<file path="config.mk">
export PLATFORM = sky130hd
export DESIGN_NAME = kbd_matrix_map
export DESIGN_NICKNAME = d
export VERILOG_FILES = /design/src/rtl/kbd_pkg.sv /design/src/rtl/kbd_keymap_ram.sv /design/src/rtl/kbd_matrix_map.sv
export SDC_FILE = /design/constraint.sdc
export NUM_CORES = 2
export LEC_CHECK = 0
export ABC_AREA = 1
export BUFFER_PORTS_ARGS = -buffer_cell sky130_fd_sc_hd__buf_2
export CORE_MARGIN = 3
export CORE_UTILIZATION = 30
export CTS_CLUSTER_SIZE = 24
export DETAILED_ROUTE_END_ITERATION = 7
export PLACE_DENSITY = 0.49
export REMOVE_ABC_BUFFERS = 1
export SYNTH_ARGS = -nofsm -noshare
export SYNTH_HDL_FRONTEND = slang
export SYNTH_SLANG_ARGS = --single-unit
</file>
<file path="constraint.sdc">
create_clock -name clock -period 4.7 [get_ports clock]
set_clock_uncertainty 0.2 [all_clocks]
set_input_delay 0.94 -clock clock [delete_from_list [all_inputs] [get_ports clock]]
set_output_delay 0.94 -clock clock [all_outputs]
set_load 0.1 [all_outputs]
</file>
<file path="src/rtl/kbd_pkg.sv">
// Shared definitions for the PS/2-to-matrix keyboard mapper.
// Holds the keymap entry layout {valid, row[2:0], col[2:0]}, the captured event layout,
// FSM state constants, hotkey scancodes and the default 512-entry keymap table that
// the keymap RAM starts out with at configuration.
package kbd_pkg;

  localparam int unsigned KeymapDepth = 512;
  localparam int unsigned MapW        = 7;

  typedef struct packed {
    logic       valid;
    logic [2:0] row;
    logic [2:0] col;
  } map_entry_t;

  typedef struct packed {
    logic       pressed;
    logic [8:0] code;     // {extended, scancode}
  } kbd_event_t;

  // Latched hotkey states, each 1 while the key is held.
  typedef struct packed {
    logic nmi;
    logic boot;
    logic rst;
    logic bs;
    logic alt;
    logic del;
    logic ctrl;
  } hotkeys_t;

  localparam logic [1:0] StIdle   = 2'd0;
  localparam logic [1:0] StLookup = 2'd1;
  localparam logic [1:0] StApply  = 2'd2;

  localparam logic [8:0] CodeBackspace = 9'h066;
  localparam logic [8:0] CodeAlt       = 9'h011;
  localparam logic [8:0] CodeDelete    = 9'h171;
  localparam logic [8:0] CodeCtrl      = 9'h014;
  localparam logic [8:0] CodeLeft      = 9'h06B;

  // Default keymap; unlisted codes are invalid (no matrix position).
  localparam logic [MapW-1:0] KeymapDefault [KeymapDepth] = '{
    9'h01C: 7'h41,  // A      r0 c1
    9'h01B: 7'h42,  // S      r0 c2
    9'h023: 7'h43,  // D      r0 c3
    9'h02B: 7'h44,  // F      r0 c4
    9'h015: 7'h48,  // Q      r1 c0
    9'h01D: 7'h49,  // W      r1 c1
    9'h024: 7'h4A,  // E      r1 c2
    9'h016: 7'h50,  // 1      r2 c0
    9'h01E: 7'h51,  // 2      r2 c1
    9'h05A: 7'h58,  // Enter  r3 c0
    9'h06B: 7'h63,  // Left   r4 c3 (keypad)
    9'h16B: 7'h63,  // Left   r4 c3 (extended)
    9'h072: 7'h64,  // Down   r4 c4
    9'h014: 7'h70,  // Ctrl   r6 c0
    9'h012: 7'h78,  // LShift r7 c0
    9'h029: 7'h7F,  // Space  r7 c7
    default: 7'h00
  };

  // True when entry e places its key at matrix position (r, c).
  function automatic logic entry_hits(map_entry_t e, int unsigned r, int unsigned c);
    return e.valid && (e.row == 3'(r)) && (e.col == 3'(c));
  endfunction

endpackage

</file>
<file path="src/rtl/kbd_keymap_ram.sv">
// 512x7 keymap RAM: one synchronous write port and one registered read port.
// A write and a read of the same address in one cycle return the old contents.
// Contents are not reset; they start from the package default table.
//   clk_i            clock
//   we_i/waddr_i/wdata_i  write port
//   re_i/raddr_i     read enable / address, data on rdata_o the following cycle
module kbd_keymap_ram
  import kbd_pkg::*;
(
  input  logic            clk_i,
  input  logic            we_i,
  input  logic [8:0]      waddr_i,
  input  logic [MapW-1:0] wdata_i,
  input  logic            re_i,
  input  logic [8:0]      raddr_i,
  output logic [MapW-1:0] rdata_o
);

  logic [MapW-1:0] mem_q [KeymapDepth] = KeymapDefault;
  logic [MapW-1:0] rdata_q;

  always_ff @(posedge clk_i) begin
    if (we_i) begin
      mem_q[waddr_i] <= wdata_i;
    end
    if (re_i) begin
      rdata_q <= mem_q[raddr_i];
    end
  end

  assign rdata_o = rdata_q;

endmodule

</file>
<file path="src/rtl/kbd_matrix_map.sv">
// Translates PS/2 key events into a ROWS x COLS key matrix scanned by a host.
// Each ps2_key[10] toggle is one event; it is looked up in a writable keymap and the
// addressed matrix bit follows the pressed flag. Hotkey combinations drive active-low
// nmi/boot/reset requests. One event may wait while another is in flight; further
// events are dropped and flagged on the sticky overflow output.
//   clock, reset_n (sync, active-low), ce   clocking
//   ps2_key        {strobe, pressed, extended, scancode[7:0]}
//   map_we/map_addr/map_data   keymap write port
//   clear_all      release every key and discard events
//   a -> q         row select -> column sense (combinational)
//   nmi/boot/reset active-low requests, overflow sticky event-loss flag
module kbd_matrix_map
  import kbd_pkg::*;
#(
  parameter int unsigned ROWS  = 8,
  parameter int unsigned COLS  = 8,
  parameter logic [8:0]  NMI   = 9'h003,
  parameter logic [8:0]  BOOT  = 9'h078,
  parameter logic [8:0]  RESET = 9'h007
) (
  input  logic            clock,
  input  logic            reset_n,
  input  logic            ce,
  input  logic [10:0]     ps2_key,
  input  logic            map_we,
  input  logic [8:0]      map_addr,
  input  logic [MapW-1:0] map_data,
  input  logic            clear_all,
  input  logic [ROWS-1:0] a,
  output logic [COLS-1:0] q,
  output logic            nmi,
  output logic            boot,
  output logic            reset,
  output logic            overflow
);

  logic [1:0]                      state_q, state_d;
  logic                            tog_q, tog_d;
  kbd_event_t                      ev_q, ev_d;
  kbd_event_t                      pend_q, pend_d;
  logic                            pend_vld_q, pend_vld_d;
  logic                            ovf_q, ovf_d;
  logic [ROWS-1:0][COLS-1:0]       key_q, key_d;
  hotkeys_t                        hot_q, hot_d;
  // Tracks the keymap entry of the left-arrow code so backspace can be overlaid there.
  map_entry_t                      bs_pos_q = map_entry_t'(KeymapDefault[CodeLeft]);
  map_entry_t                      bs_pos_d;

  logic            toggle;
  kbd_event_t      new_ev;
  logic [MapW-1:0] rd_data;
  map_entry_t      rd_entry;
  logic [ROWS-1:0][COLS-1:0] key_eff;

  assign toggle   = ce && (ps2_key[10] != tog_q);
  assign new_ev   = '{pressed: ps2_key[9], code: ps2_key[8:0]};
  assign rd_entry = map_entry_t'(rd_data);

  kbd_keymap_ram u_keymap (
    .clk_i   (clock),
    .we_i    (ce && map_we),
    .waddr_i (map_addr),
    .wdata_i (map_data),
    .re_i    (ce && (state_q == StLookup)),
    .raddr_i (ev_q.code),
    .rdata_o (rd_data)
  );

  // Next state for event sequencing, matrix and hotkey latches.
  always_comb begin
    state_d    = state_q;
    tog_d      = tog_q;
    ev_d       = ev_q;
    pend_d     = pend_q;
    pend_vld_d = pend_vld_q;
    ovf_d      = ovf_q;
    key_d      = key_q;
    hot_d      = hot_q;

    if (ce) begin
      tog_d = ps2_key[10];
      if (clear_all) begin
        // Also swallows a toggle arriving in this cycle.
        key_d      = '0;
        hot_d      = '0;
        pend_vld_d = 1'b0;
        state_d    = StIdle;
      end else begin
        case (state_q)
          StIdle: begin
            if (toggle) begin
              ev_d    = new_ev;
              state_d = StLookup;
            end
          end

          StLookup: begin
            state_d = StApply;
            if (toggle) begin
              if (pend_vld_q) begin
                ovf_d = 1'b1;
              end else begin
                pend_d     = new_ev;
                pend_vld_d = 1'b1;
              end
            end
          end

          StApply: begin
            for (int unsigned r = 0; r < ROWS; r++) begin
              for (int unsigned c = 0; c < COLS; c++) begin
                if (entry_hits(rd_entry, r, c)) begin
                  key_d[r][c] = ev_q.pressed;
                end
              end
            end

            // Hotkeys latch from the code itself, whether or not it is mapped.
            if (ev_q.code == NMI)           hot_d.nmi  = ev_q.pressed;
            if (ev_q.code == BOOT)          hot_d.boot = ev_q.pressed;
            if (ev_q.code == RESET)         hot_d.rst  = ev_q.pressed;
            if (ev_q.code == CodeBackspace) hot_d.bs   = ev_q.pressed;
            if (ev_q.code == CodeAlt)       hot_d.alt  = ev_q.pressed;
            if (ev_q.code == CodeDelete)    hot_d.del  = ev_q.pressed;
            if (ev_q.code == CodeCtrl)      hot_d.ctrl = ev_q.pressed;

            if (pend_vld_q) begin
              ev_d       = pend_q;
              pend_vld_d = 1'b0;
              state_d    = StLookup;
              // The slot is still occupied when this toggle is sampled.
              if (toggle) begin
                ovf_d = 1'b1;
              end
            end else if (toggle) begin
              ev_d    = new_ev;
              state_d = StLookup;
            end else begin
              state_d = StIdle;
            end
          end

          default: state_d = StIdle;
        endcase
      end
    end
  end

  always_comb begin
    bs_pos_d = bs_pos_q;
    if (ce && map_we && (map_addr == CodeLeft)) begin
      bs_pos_d = map_entry_t'(map_data);
    end
  end

  always_ff @(posedge clock) begin
    if (!reset_n) begin
      state_q    <= StIdle;
      tog_q      <= ps2_key[10];
      ev_q       <= '0;
      pend_q     <= '0;
      pend_vld_q <= 1'b0;
      ovf_q      <= 1'b0;
      key_q      <= '0;
      hot_q      <= '0;
    end else begin
      state_q    <= state_d;
      tog_q      <= tog_d;
      ev_q       <= ev_d;
      pend_q     <= pend_d;
      pend_vld_q <= pend_vld_d;
      ovf_q      <= ovf_d;
      key_q      <= key_d;
      hot_q      <= hot_d;
    end
  end

  // Mirrors keymap contents, so it survives reset like the RAM does.
  always_ff @(posedge clock) begin
    bs_pos_q <= bs_pos_d;
  end

  // Matrix as seen by the host: held keys plus backspace overlaid on the left-arrow slot.
  always_comb begin
    key_eff = key_q;
    for (int unsigned r = 0; r < ROWS; r++) begin
      for (int unsigned c = 0; c < COLS; c++) begin
        if (hot_q.bs && entry_hits(bs_pos_q, r, c)) begin
          key_eff[r][c] = 1'b1;
        end
      end
    end
  end

  always_comb begin
    q = '0;
    for (int unsigned c = 0; c < COLS; c++) begin
      for (int unsigned r = 0; r < ROWS; r++) begin
        q[c] = q[c] | (a[r] & key_eff[r][c]);
      end
    end
    // Outputs idle while reset is held, before the registers have cleared.
    if (!reset_n) begin
      q = '0;
    end
  end

  assign nmi      = !(reset_n && hot_q.nmi);
  assign boot     = !(reset_n && (hot_q.boot || (hot_q.ctrl && hot_q.alt && hot_q.bs)));
  assign reset    = !(reset_n && (hot_q.rst || (hot_q.ctrl && hot_q.alt && hot_q.del)));
  assign overflow = reset_n && ovf_q;

endmodule

</file>
# Word level (Yosys, flattened, before mapping)
# Memory sizes are Yosys's and may differ from the RTL's. A register that Yosys moved wholly into a read port is not among the register bits.
# Index checks and enable logic that the tools add are counted.
# classes
n_eq_ne,46
n_mux,159
n_bitwise,122
reduce_logical,380
# ops
op,n
1-bit logical AND,219
3-bit AND reduction,73
2-bit nonzero test,74
1-bit two-way mux,146
64-bit two-way mux,2
1-bit bitwise AND,64
1-bit bitwise OR,56
"3-bit == test, second input constant",16
"9-bit by 7-bit == test with 1-bit output, second input constant",3
"3-bit by 2-bit == test with 1-bit output, second input constant",8
10-bit two-way mux,2
10-bit case mux with 2 select lines,1
"9-bit by 5-bit == test with 1-bit output, second input constant",2
7-bit two-way mux,2
"3-bit by 1-bit == test with 1-bit output, second input constant",4
3-bit logical NOT,4
"9-bit by 2-bit == test with 1-bit output, second input constant",1
"9-bit by 3-bit == test with 1-bit output, second input constant",1
"9-bit == test, second input constant",1
8-bit two-way mux,1
"2-bit != test, second input constant",4
7-bit AND reduction,1
"3-bit != test, second input constant",2
2-bit case mux with 3 select lines,1
other kinds (13),19
# totals
memories,1
in_bits,40
ff_bits,103
wordCells,790
ramBits,3584
# memory_table
memory,words,word_bits,read_ports,rd_clocked_by_memory_dff,wr,line_no,source
u_keymap.mem_q,512,7,1,1,1,kbd_keymap_ram.sv:19,logic [MapW-1:0] mem_q [KeymapDepth] = KeymapDefault;

# Depth between registers and ports, before layout
# depth
depth_word,14
ltp_mapped,20
mapped_depth_nobuf,17

# By module
# Synthesis repeated with hierarchy kept, for this count alone.
# hier_totals
cells_unflattened,13220
area_unflattened_um2,151599.1
# by_module_without_submodules
module,cells_per_inst,instances,area_per_inst_um2,seq_area_each_um2
kbd_keymap_ram,12240,1,145472.0,107833.4
kbd_matrix_map,980,1,6127.1,2142.1

# Worst setup path after synthesis
# OpenSTA, ideal clock, no wires.
# synth_timing
path_type,input -> output
startpoint,input reset_n
endpoint,output q[4]
cell_stages,4
n_path_buf,2
required_time_ns,3.560
arrival_ns,3.127
setup_slack_ns,0.433
cell_sequence,clkbuf_1 clkinv_1 clkbuf_1 a21oi_1
# synth_via
elab_chain_cells,1
# synth_rtl
element,line_no,source
start: declaration,kbd_matrix_map.sv:22,"input logic reset_n,"
8-bit two-way mux,kbd_matrix_map.sv:203,if (!reset_n) begin
end: declaration,kbd_matrix_map.sv:30,"output logic [COLS-1:0] q,"
# No other way between the ends.

# Final worst setup path
# layout_timing
startpoint,register hot_q[3] in the netlist's numbering
endpoint,output q[4]
# layout_via
elab_chain_cells,11
# layout_rtl
element,line_no,source
start: declaration,kbd_matrix_map.sv:44,"hotkeys_t hot_q, hot_d;"
start signal: assignment,kbd_matrix_map.sv:174,hot_q <= hot_d;
1-bit logical AND,kbd_matrix_map.sv:188,"if (hot_q.bs && entry_hits(bs_pos_q, r, c)) begin"
1-bit two-way mux,kbd_matrix_map.sv:188,
1-bit bitwise AND,kbd_matrix_map.sv:199,q[c] = q[c] | (a[r] & key_eff[r][c]);
1-bit bitwise OR (6 in a row),kbd_matrix_map.sv:199,
1-bit bitwise OR *,kbd_matrix_map.sv:199,
8-bit two-way mux *,kbd_matrix_map.sv:203,
# Every way passes the cells marked *; elsewhere a longest branch is shown, timed or not.

==> key figures <==
Critical path
  – CP Launch Point: hot_q[3]
  – Crit start category: register
  – CP peak stage delay: 660 ps
  – Crit-path slowest cell: nor2_1
  – Worst Path Arrival: 3530 ps
  – Crit path kind: register to primary output
  – CP Capture Type: primary output
  – Max Fanout on Critical Path: 12
  – WP buf/inv: 2
  – Delay-heaviest family, CP: compound AO/OA/AOI/OAI gates
  – Cell breakdown of the critical path: inv_1, nor2_1, a21oi_1, o22ai_1, nor2_1, a21oi_1, buf_12
  – Required time of the critical path: 3560 ps
  – RR Startpoint: ev_q[0]

Global route
  – Number of global-route vias before repair: 99,933
  – Global-route wire length before repair: roughly 700 mm
  – Antenna violations before repair: 22
  – Largest net degree at the start of global routing: between 100 and 150
  – Total gr overflow: 0
  – Total GRT Usage: between 10% and 20%

Job
  – Max Cap Viol: 0

Die
  – Die height: between 700 and 800 um
  – DIE AREA: 0.518 mm^2
  – Core area: 0.507 mm^2
  – Top Ports: 52
  – Initial Util: around 30%
  – Chip width: 720 um
  – Placement row count: about 260

Timing
  – FMAX: 214 MHz
  – Endpoints failing setup: 0
  – Max-slew violations: 22
  – Min cycle time layout: 4670 ps
  – Worst Max-Slew Pin Slew: 1550 ps
  – Max-slew headroom: -3.32%
  – Final Hold Fails: 0
  – RSZ-0062 raised after global routing: yes
  – Final Cycle Share: roughly 100%

Final layout
  – Most common cell after layout, fill and taps aside: nand2_1
  – Area Growth Syn to Fin: 14.9%
  – Cell Count, Final, Fillers Out: 21,361
  – Most frequent cells in the layout: nand2_1 (6,806), edfxtp_1 (3,599), nor2_1 (913)
  – Nets: 14,374
  – Share of cells above drive strength 1: between 7 and 8%

Clock network
  – Clk sinks: about 3,700
  – Number of setup buffers added after CTS: 0
  – Max clock buf depth: 4
  – CTS tree: yes
  – Clk root buf: clkbuf_16
  – Number of buffers created by CTS: 400
  – Worst-path clk slew: ~70 ps
  – # H-tree levels: 5
  – Worst skew pair latency: 990 ps

Synthesis
  – Mapped Cells: between 10,000 and 15,000
  – Average cell area after synthesis: approximately 11 um^2
  – Top post-synthesis cells by area: edfxtp_1 (71%), nand2_1 (17%), nor2_1 (2.3%)
  – Mapped cell area: 0.153 mm^2
  – Library cells used by synthesis: 37
  – Post-synth top area cell: edfxtp_1
  – Post-synth top area share: a little over two thirds
  – Fraction of registers with async set/reset: 0%
  – Sequential cell area fraction in the yosys report: 72.0%
  – EDFF count, synth: 3,599
  – Synth warn: 0
  – Synthesized flop and latch total: between 3,000 and 4,000
  – Dominant synthesized flop cell: edfxtp_1

Placed design
  – Placed insts: between 20,000 and 25,000
  – Routability cong.: 0.864
  – Dpl hpwl: between 200 and 300 mm
  – Port Buf Inserts: 51

Drt
  – ANT nets after route: 0
  – Routed via count: 104,031
  – Vias per std cell: between 4 and 5
  – Drt first-iter violations: around 10,000
  – DRC errors left: 0
  – Routed WL: 498 mm
  – DRT Pass-1 Iters: 6
  – WL/cell: 23.3 um

Pwr
  – Max IR drop VDD: between 0.0003 and 0.0004 V
  – Leak Pwr: 65.2 nW
  – Total power: 73.3 mW
  – Pwr/cell area: roughly 420 mW/mm^2

Worst hold path
  – Min-Delay Path Class: primary input to register
  – Min-delay src: ps2_key[6]

Outcome
  – Outcome: finished, violations left
  – Failing checks: slew limit
-- metrics by stage --
step / setup slack (ps) / setup TNS, ps / hold WS (ps) / instance area (um^2) / utilization (%)
finish: 32.0 / 0 / 77.6 / 176000 / 34.7
global route: -52.7 / -99.1 / 68.4 / 176000 / 34.7
CTS: 48.1 / 0 / 3.91 / 176000 / 34.7
detailed placement: 446 / 0 / 246 / 163000 / 32.1
global placement: 447 / 0 / 238 / 163000 / 32.1
floorplan: -53430 / -660980 / 219 / 149000 / -
-- cell usage after synthesis, drive strengths merged (5+ instances only) --
| cell type | n |
|---|---|
| a211oi | 5 |
| a21oi | 407 |
| a22oi | 21 |
| a31oi | 15 |
| buf | 495 |
| clkbuf | 299 |
| dfxtp | 95 |
| edfxtp | 3599 |
| inv | 426 |
| nand2 | 6824 |
| nand3 | 580 |
| nand4 | 285 |
| nor2 | 928 |
| nor3 | 98 |
| nor4 | 7 |
| o21ai | 154 |
| o22ai | 21 |
-- flip-flops by register name, indices dropped and copies added, names as in the netlist --
| name | count |
|---|---|
| state_q | 2 |
| u_keymap.mem_q | 3584 |
| ev_q | 10 |
| ovf_q | 1 |
| hot_q | 7 |
| pend_vld_q | 1 |
| key_q | 64 |
| tog_q | 1 |
| bs_pos_q | 7 |
| u_keymap.rdata_o | 7 |
| pend_q | 10 |
-- cell families (layout without fill, tap and decap cells) --
logic type | count (synthesis) | count (layout) | synth area share, %
AOI/OAI and AO/OA | 641 | 641 | 2.22
and+or+nand+nor | 8722 | 8722 | 22.5
other | 0 | 9 | 0
buffers and inverters | 1222 | 1589 | 3.36
DFF | 3694 | 3694 | 72.0
-- metal layers --
layer	global-route usage, %	vias up	share of wire [%]
met5	0	-	0.017
met4	5.36	12	3.0
met3	2.84	664	6.4
met2	30.1	3387	46
met1	25.9	51989	44
li1	-	47979	-
-- report_power, final --
part           internal, mW  leakage [nW]  total, mW  switching (mW)
logic                  1.40          25.8       6.04            4.64
registers              36.2          33.1       36.2          0.0535
clock network          17.8          6.20       31.1            13.3
-- tightest hold or removal path: cells and delay by family --
kind	cells	cell delay [ps]
compound gates	1	80
simple gates	1	80
buf+inv	1	90
-- final timing paths --
check                        end  slack [ps]  cells past startpoint
max                         q[4]          30                      7
min                    pend_q[6]          80                      3
max reg2reg  u_keymap.rdata_o[3]         270                     15
min reg2reg                ovf_q         260                      2
-- repair_timing --
item,in CTS,in global routing
resized for setup,0,3
hold endpoints to repair,5,0
setup endpoints to repair,0,4
hold buffers,5,0
-- cell type report --
class,count,area [um^2]
repair buffers,447,4890
clock inverters,222,2210
multi-input cells,9363,38000
flip-flops and latches,3694,110000
diodes,9,22.5
well taps,6706,8390
inverters,428,1650
fillers,50306,331000
clock buffers,492,10500
Power figures use the tool's default switching activity.
